$ cat config.mk
export PLATFORM = sky130hd
export DESIGN_NAME = rr_mux
export DESIGN_NICKNAME = d
export VERILOG_FILES = /design/src/rtl/mux_pkg.sv /design/src/rtl/rr_arbiter.sv /design/src/rtl/rr_mux.sv
export SDC_FILE = /design/constraint.sdc
export NUM_CORES = 1
export LEC_CHECK = 0
export ABC_AREA = 1
export BUFFER_PORTS_ARGS = -buffer_cell sky130_fd_sc_hd__buf_2
export CELL_PAD_IN_SITES_DETAIL_PLACEMENT = 0
export CELL_PAD_IN_SITES_GLOBAL_PLACEMENT = 2
export CORE_UTILIZATION = 27
export DETAILED_ROUTE_END_ITERATION = 7
export GPL_ROUTABILITY_DRIVEN = 1
export PLACE_DENSITY = 0.87
export SLEW_MARGIN = 15
export SYNTH_ARGS = -nofsm -noshare
export SYNTH_HDL_FRONTEND = slang
export SYNTH_SLANG_ARGS = --single-unit
$ cat constraint.sdc
create_clock -name clk -period 6.35 [get_ports clk]
set_input_delay 1.27 -clock clk [delete_from_list [all_inputs] [get_ports clk]]
set_output_delay 1.27 -clock clk [all_outputs]
set_load 0.02 [all_outputs]
$ cat src/rtl/mux_pkg.sv
// Shared constants and helpers for the round-robin / select multiplexer.
package mux_pkg;

    localparam logic MODE_SEL = 1'b0;
    localparam logic MODE_RR  = 1'b1;

    // Ceiling log2; used to size select and channel-ID fields.
    function automatic int unsigned clog2(input int unsigned value);
        int unsigned r;
        r = 0;
        for (int unsigned i = 0; i < 32; i++) begin
            if ((64'd1 << i) < 64'(value)) r = i + 1;
        end
        return r;
    endfunction

endpackage

$ cat src/rtl/rr_arbiter.sv
// Combinational round-robin arbiter: first requester found searching upward
// from ptr+1, wrapping modulo N_CH.
module rr_arbiter
    import mux_pkg::*;
#(
    parameter int unsigned N_CH = 4,
    parameter int unsigned SW   = clog2(N_CH)
) (
    input  logic [N_CH-1:0] req,
    input  logic [SW-1:0]   ptr,
    output logic [N_CH-1:0] grant,
    output logic            valid
);

    int unsigned idx;

    always_comb begin
        grant = '0;
        valid = 1'b0;
        idx   = 0;
        for (int unsigned k = 1; k <= N_CH; k++) begin
            idx = (32'(ptr) + k) % N_CH;
            if (!valid && req[SW'(idx)]) begin
                grant[SW'(idx)] = 1'b1;
                valid           = 1'b1;
            end
        end
    end

endmodule

$ cat src/rtl/rr_mux.sv
// N-channel to one multiplexer with external-select or round-robin
// arbitration and a single registered output stage.
module rr_mux
    import mux_pkg::*;
#(
    parameter int unsigned N_CH = 4,
    parameter int unsigned W    = 8,
    parameter int unsigned SW   = clog2(N_CH)
) (
    input  logic              clk,
    input  logic              rst,
    input  logic              mode,
    input  logic [SW-1:0]     select,
    input  logic [N_CH*W-1:0] in_data,
    input  logic [N_CH-1:0]   in_valid,
    output logic [N_CH-1:0]   in_ready,
    output logic [W-1:0]      out_data,
    output logic [SW-1:0]     out_ch,
    output logic              out_valid,
    input  logic              out_ready
);

    logic [SW-1:0]   ptr_q, ptr_d;
    logic [W-1:0]    out_data_q, out_data_d;
    logic [SW-1:0]   out_ch_q, out_ch_d;
    logic            out_valid_q, out_valid_d;

    logic [N_CH-1:0] rr_grant;
    logic            rr_any;
    logic [N_CH-1:0] sel_grant;
    logic [N_CH-1:0] grant_vec;
    logic            grant_any;
    logic [SW-1:0]   grant_ch;
    logic [W-1:0]    grant_data;
    logic            load_c;
    logic            xfer_c;

    rr_arbiter #(
        .N_CH (N_CH),
        .SW   (SW)
    ) u_arb (
        .req   (in_valid),
        .ptr   (ptr_q),
        .grant (rr_grant),
        .valid (rr_any)
    );

    // External select; out-of-range select matches no channel and grants nothing.
    always_comb begin
        sel_grant = '0;
        for (int unsigned i = 0; i < N_CH; i++) begin
            if (select == SW'(i) && in_valid[i]) sel_grant[i] = 1'b1;
        end
    end

    always_comb begin
        grant_vec  = (mode == MODE_RR) ? rr_grant : sel_grant;
        grant_any  = (mode == MODE_RR) ? rr_any : (|sel_grant);
        grant_ch   = '0;
        grant_data = '0;
        for (int unsigned i = 0; i < N_CH; i++) begin
            if (grant_vec[i]) begin
                grant_ch   = SW'(i);
                grant_data = in_data[i*W +: W];
            end
        end
    end

    assign load_c   = !out_valid_q || out_ready;
    assign xfer_c   = grant_any && load_c && !rst;
    assign in_ready = (rst || !load_c) ? '0 : grant_vec;

    // Output stage and pointer next-state; an idle load drains out_valid only.
    always_comb begin
        out_valid_d = out_valid_q;
        out_data_d  = out_data_q;
        out_ch_d    = out_ch_q;
        ptr_d       = ptr_q;
        if (load_c) begin
            out_valid_d = grant_any;
            if (grant_any) begin
                out_data_d = grant_data;
                out_ch_d   = grant_ch;
            end
        end
        if (xfer_c && mode == MODE_RR) ptr_d = grant_ch;
    end

    always_ff @(posedge clk) begin
        if (rst) begin
            out_valid_q <= 1'b0;
            out_data_q  <= '0;
            out_ch_q    <= '0;
            ptr_q       <= SW'(N_CH - 1);
        end else begin
            out_valid_q <= out_valid_d;
            out_data_q  <= out_data_d;
            out_ch_q    <= out_ch_d;
            ptr_q       <= ptr_d;
        end
    end

    assign out_data  = out_data_q;
    assign out_ch    = out_ch_q;
    assign out_valid = out_valid_q;

endmodule

==> summary.txt <==
Floorplanning
  • Rows: 26
  • CORE AREA: 5240 um^2
  • I/O pins: 57
  • Die width: 76.9 um
  • Initial Util: 0.289
  • Die H: 76.9 um
  • Die area: approximately 5900 um^2

Placement
  • HPWL Detailed: around 3500 um
  • Pre-CTS setup slack: 2170 ps
  • Port buffer count: 56
  • GPL Wtd Cong: 0.864
  • Inst Count DP: 363

Global route
  • Vias in the first global route: about 1,500
  • Global-route wire length before repair: 6970 um
  • Largest net degree at the start of global routing: 21
  • Initial antenna violation count: 0
  • All-Layer GR Usage: 0.146
  • Total grt overflow: 0

Timing
  • Slack of the critical path: 2160 ps
  • Fin crit period: 4190 ps
  • Max Clock Skew: around 1.4 ps
  • Final Setup Violations: 0
  • RSZ-0062 raised after global routing: no
  • Final Hold Viols: 0
  • Tightest Pin Transition: a little over 800 ps
  • Worst rel slew slack: 0.459
  • Fmax: 239 MHz
  • Fin crit share: 0.659
  • Post-Route Setup TNS: 0 ps
  • Max Slew Vio Count: 0

Synthesis
  • Sequential element share of the synthesized area: 0.172
  • Distinct cells, synth: 28
  • Syn Inst Count: 243
  • Ranking of synthesized cells by area: dfxtp_1 (17%), nand3_1 (17%), nand2_1 (16%), inv_1 (7.7%), ha_1 (6.6%)
  • Net Count, Synth: 293
  • Cell taking the most area after synthesis: dfxtp_1
  • Top-area cell type share of the netlist area: 0.172
  • Synthesis Warnings: 0
  • Cell area after synthesis: 1510 um^2
  • Avg Inst Size Synth: 6.23 um^2
  • Post-synthesis register bit count: 13

Layout
  • Inserted Diodes: 0
  • Share of cells above drive strength 1: 0.283
  • Syn-to-layout area delta: 24.4%
  • Final std cells w/o fill: 367
  • Nets: around 350

Clock network
  • CTS resizes: 0
  • Clock transition at path regs: ~50 ps
  • Clk buf depth: 2
  • H-tree levels: 1
  • Post-CTS Setup Inserts: 0
  • TritonCTS clock tree: built
  • Worst-Skew Late Latency: 240 ps
  • Sink Count: 13
  • Num CTS Buffers: 3
  • Root Buffer: clkbuf_8
  • Cts hold-fix bufs: 0

Critical path
  • Worst EP arrival: 2920 ps
  • Crit-path cells: buf_2 > nand2_1 > nand3_1 > nand2_2 > nand2_4 > nor2_8 > nand3_1 > nand2_1 > o21ai_2 > nor2_1 > buf_2
  • CP peak stage delay: 630 ps
  • Nature of the critical path endpoint: output port
  • Reg2reg setup slack: 3450 ps
  • CP max FO: 20
  • WS Path Type: input port to output port
  • Slowest CP cell: o21ai_2
  • Worst setup SP type: input port
  • Critical path required time: 5080 ps

Detailed routing
  • Vias per inst: ~4.5
  • Detailed Route WL: roughly 4200 um
  • Routed len/inst: 11.5 um
  • Detail Route Antenna Nets: 0
  • Drt pass-1 iters: 4
  • DR vias: roughly 1,700
  • 1st-iter DRT viols: 132
  • Drc violations: 0

Flow run
  • Maxcap violations: 0

Pwr
  • Total power: 0.376 mW
  • Combinational share of power: 0.535
  • Maximum vdd drop: roughly 120 uV
  • Seq pwr share: 0.270
  • Pwr/cell area: around 200 nW/um^2
  • Leakage: 1.04 nW
  • Sw Ratio: 0.450
  • Switching Power: 0.169 mW
  • P_int: 0.207 mW
  • Clk network pwr share: 0.195

Min path
  • Min-delay worst type: register to register

Run status
  • Status: finished, final reports clean
## per-layer routing
metal	wire length [um]	vias up	global-route usage
met5	0	-	0
met2	1900	34	0.232
met1	2120	714	0.204
met4	29	0	0.0462
li1	-	905	-
met3	172	2	0.0131
## critical path: cells and delay by family
| kind | cells | cell delay [ps] |
|---|---|---|
| and+or+nand+nor | 8 | 700 |
| AOI/OAI and AO/OA | 1 | 630 |
| buffers and inverters | 2 | 300 |
## per-stage QoR
step	util	hold WS, ps	area, um^2
floorplan	-	545	1510
global placement	0.351	454	1840
detailed placement	0.351	456	1840
CTS	0.360	466	1880
global route	0.360	486	1880
finish	0.360	466	1880
## kinds of logic (layout without fill, tap and decap cells)
family,count (synthesis),count (layout),synth area share
adders and majority gates,8,8,0.0661
and+or+nand+nor,156,156,0.545
DFF,13,13,0.172
AOI/OAI and AO/OA,25,25,0.102
buffers and inverters,41,95,0.116
## power by group through the flow
stage	Sequential, mW	Combinational [mW]	Clock [mW]
global route	0.103	0.227	0.0800
global placement	0.104	0.205	0
floorplan	0.114	0.143	0
finish	0.101	0.201	0.0734
CTS	0.101	0.204	0.0767
detailed placement	0.103	0.203	0
## cells in the final DEF (no fill, tap or decap)
cell / synthesis / layout
a21oi_1: 9 / 9
nand2_2: 7 / 7
inv_2: 3 / 3
o21ai_2: 2 / 2
o211ai_1: 1 / 1
nand3b_4: 1 / 1
nand3_4: 3 / 3
o21ai_0: 1 / 1
nor2_4: 1 / 1
nand2_1: 66 / 66
nand3_2: 2 / 2
nor2_8: 1 / 1
dfxtp_1: 13 / 13
clkbuf_1: 1 / 1
o21a_1: 1 / 1
o21ai_1: 10 / 10
nor2_1: 11 / 11
clkbuf_8: 0 / 3
nand2_4: 4 / 4
clkinv_1: 1 / 1
buf_2: 2 / 56
inv_1: 31 / 31
nand3b_1: 8 / 8
nand3_1: 50 / 50
nand4_1: 2 / 2
a31oi_4: 1 / 1
ha_1: 8 / 8
## synthesized netlist by cell type (all sizes together)
master / number
o21a: 1
clkinv: 1
dfxtp: 13
nand3: 55
nand3b: 9
o211ai: 1
buf: 5
inv: 34
o21ai: 13
nand2: 77
a21oi: 9
clkbuf: 1
nor2: 13
ha: 8
nand4: 2
a31oi: 1
## state kept, by name, indices dropped and copies added (netlist names)
signal	flops
out_ch	2
out_data	8
out_valid	1
ptr_q	2
## area by class of cell
cell class | count | area [um^2]
fill | 589 | 3350
timing repair buffer | 56 | 280
inverter | 35 | 131
multi-input combinational | 189 | 1080
sequential | 13 | 260
clock buffer | 4 | 45.0
tap | 70 | 87.6
## final timing paths
check	start	end	depth (start not counted)
max	in_valid[3]	in_ready[3]	11
min	out_data[0]	out_data[0]	2
max reg2reg	ptr_q[1]	out_ch[0]	12
min reg2reg	out_data[0]	out_data[0]	2
(Power assumes the default switching activity.)
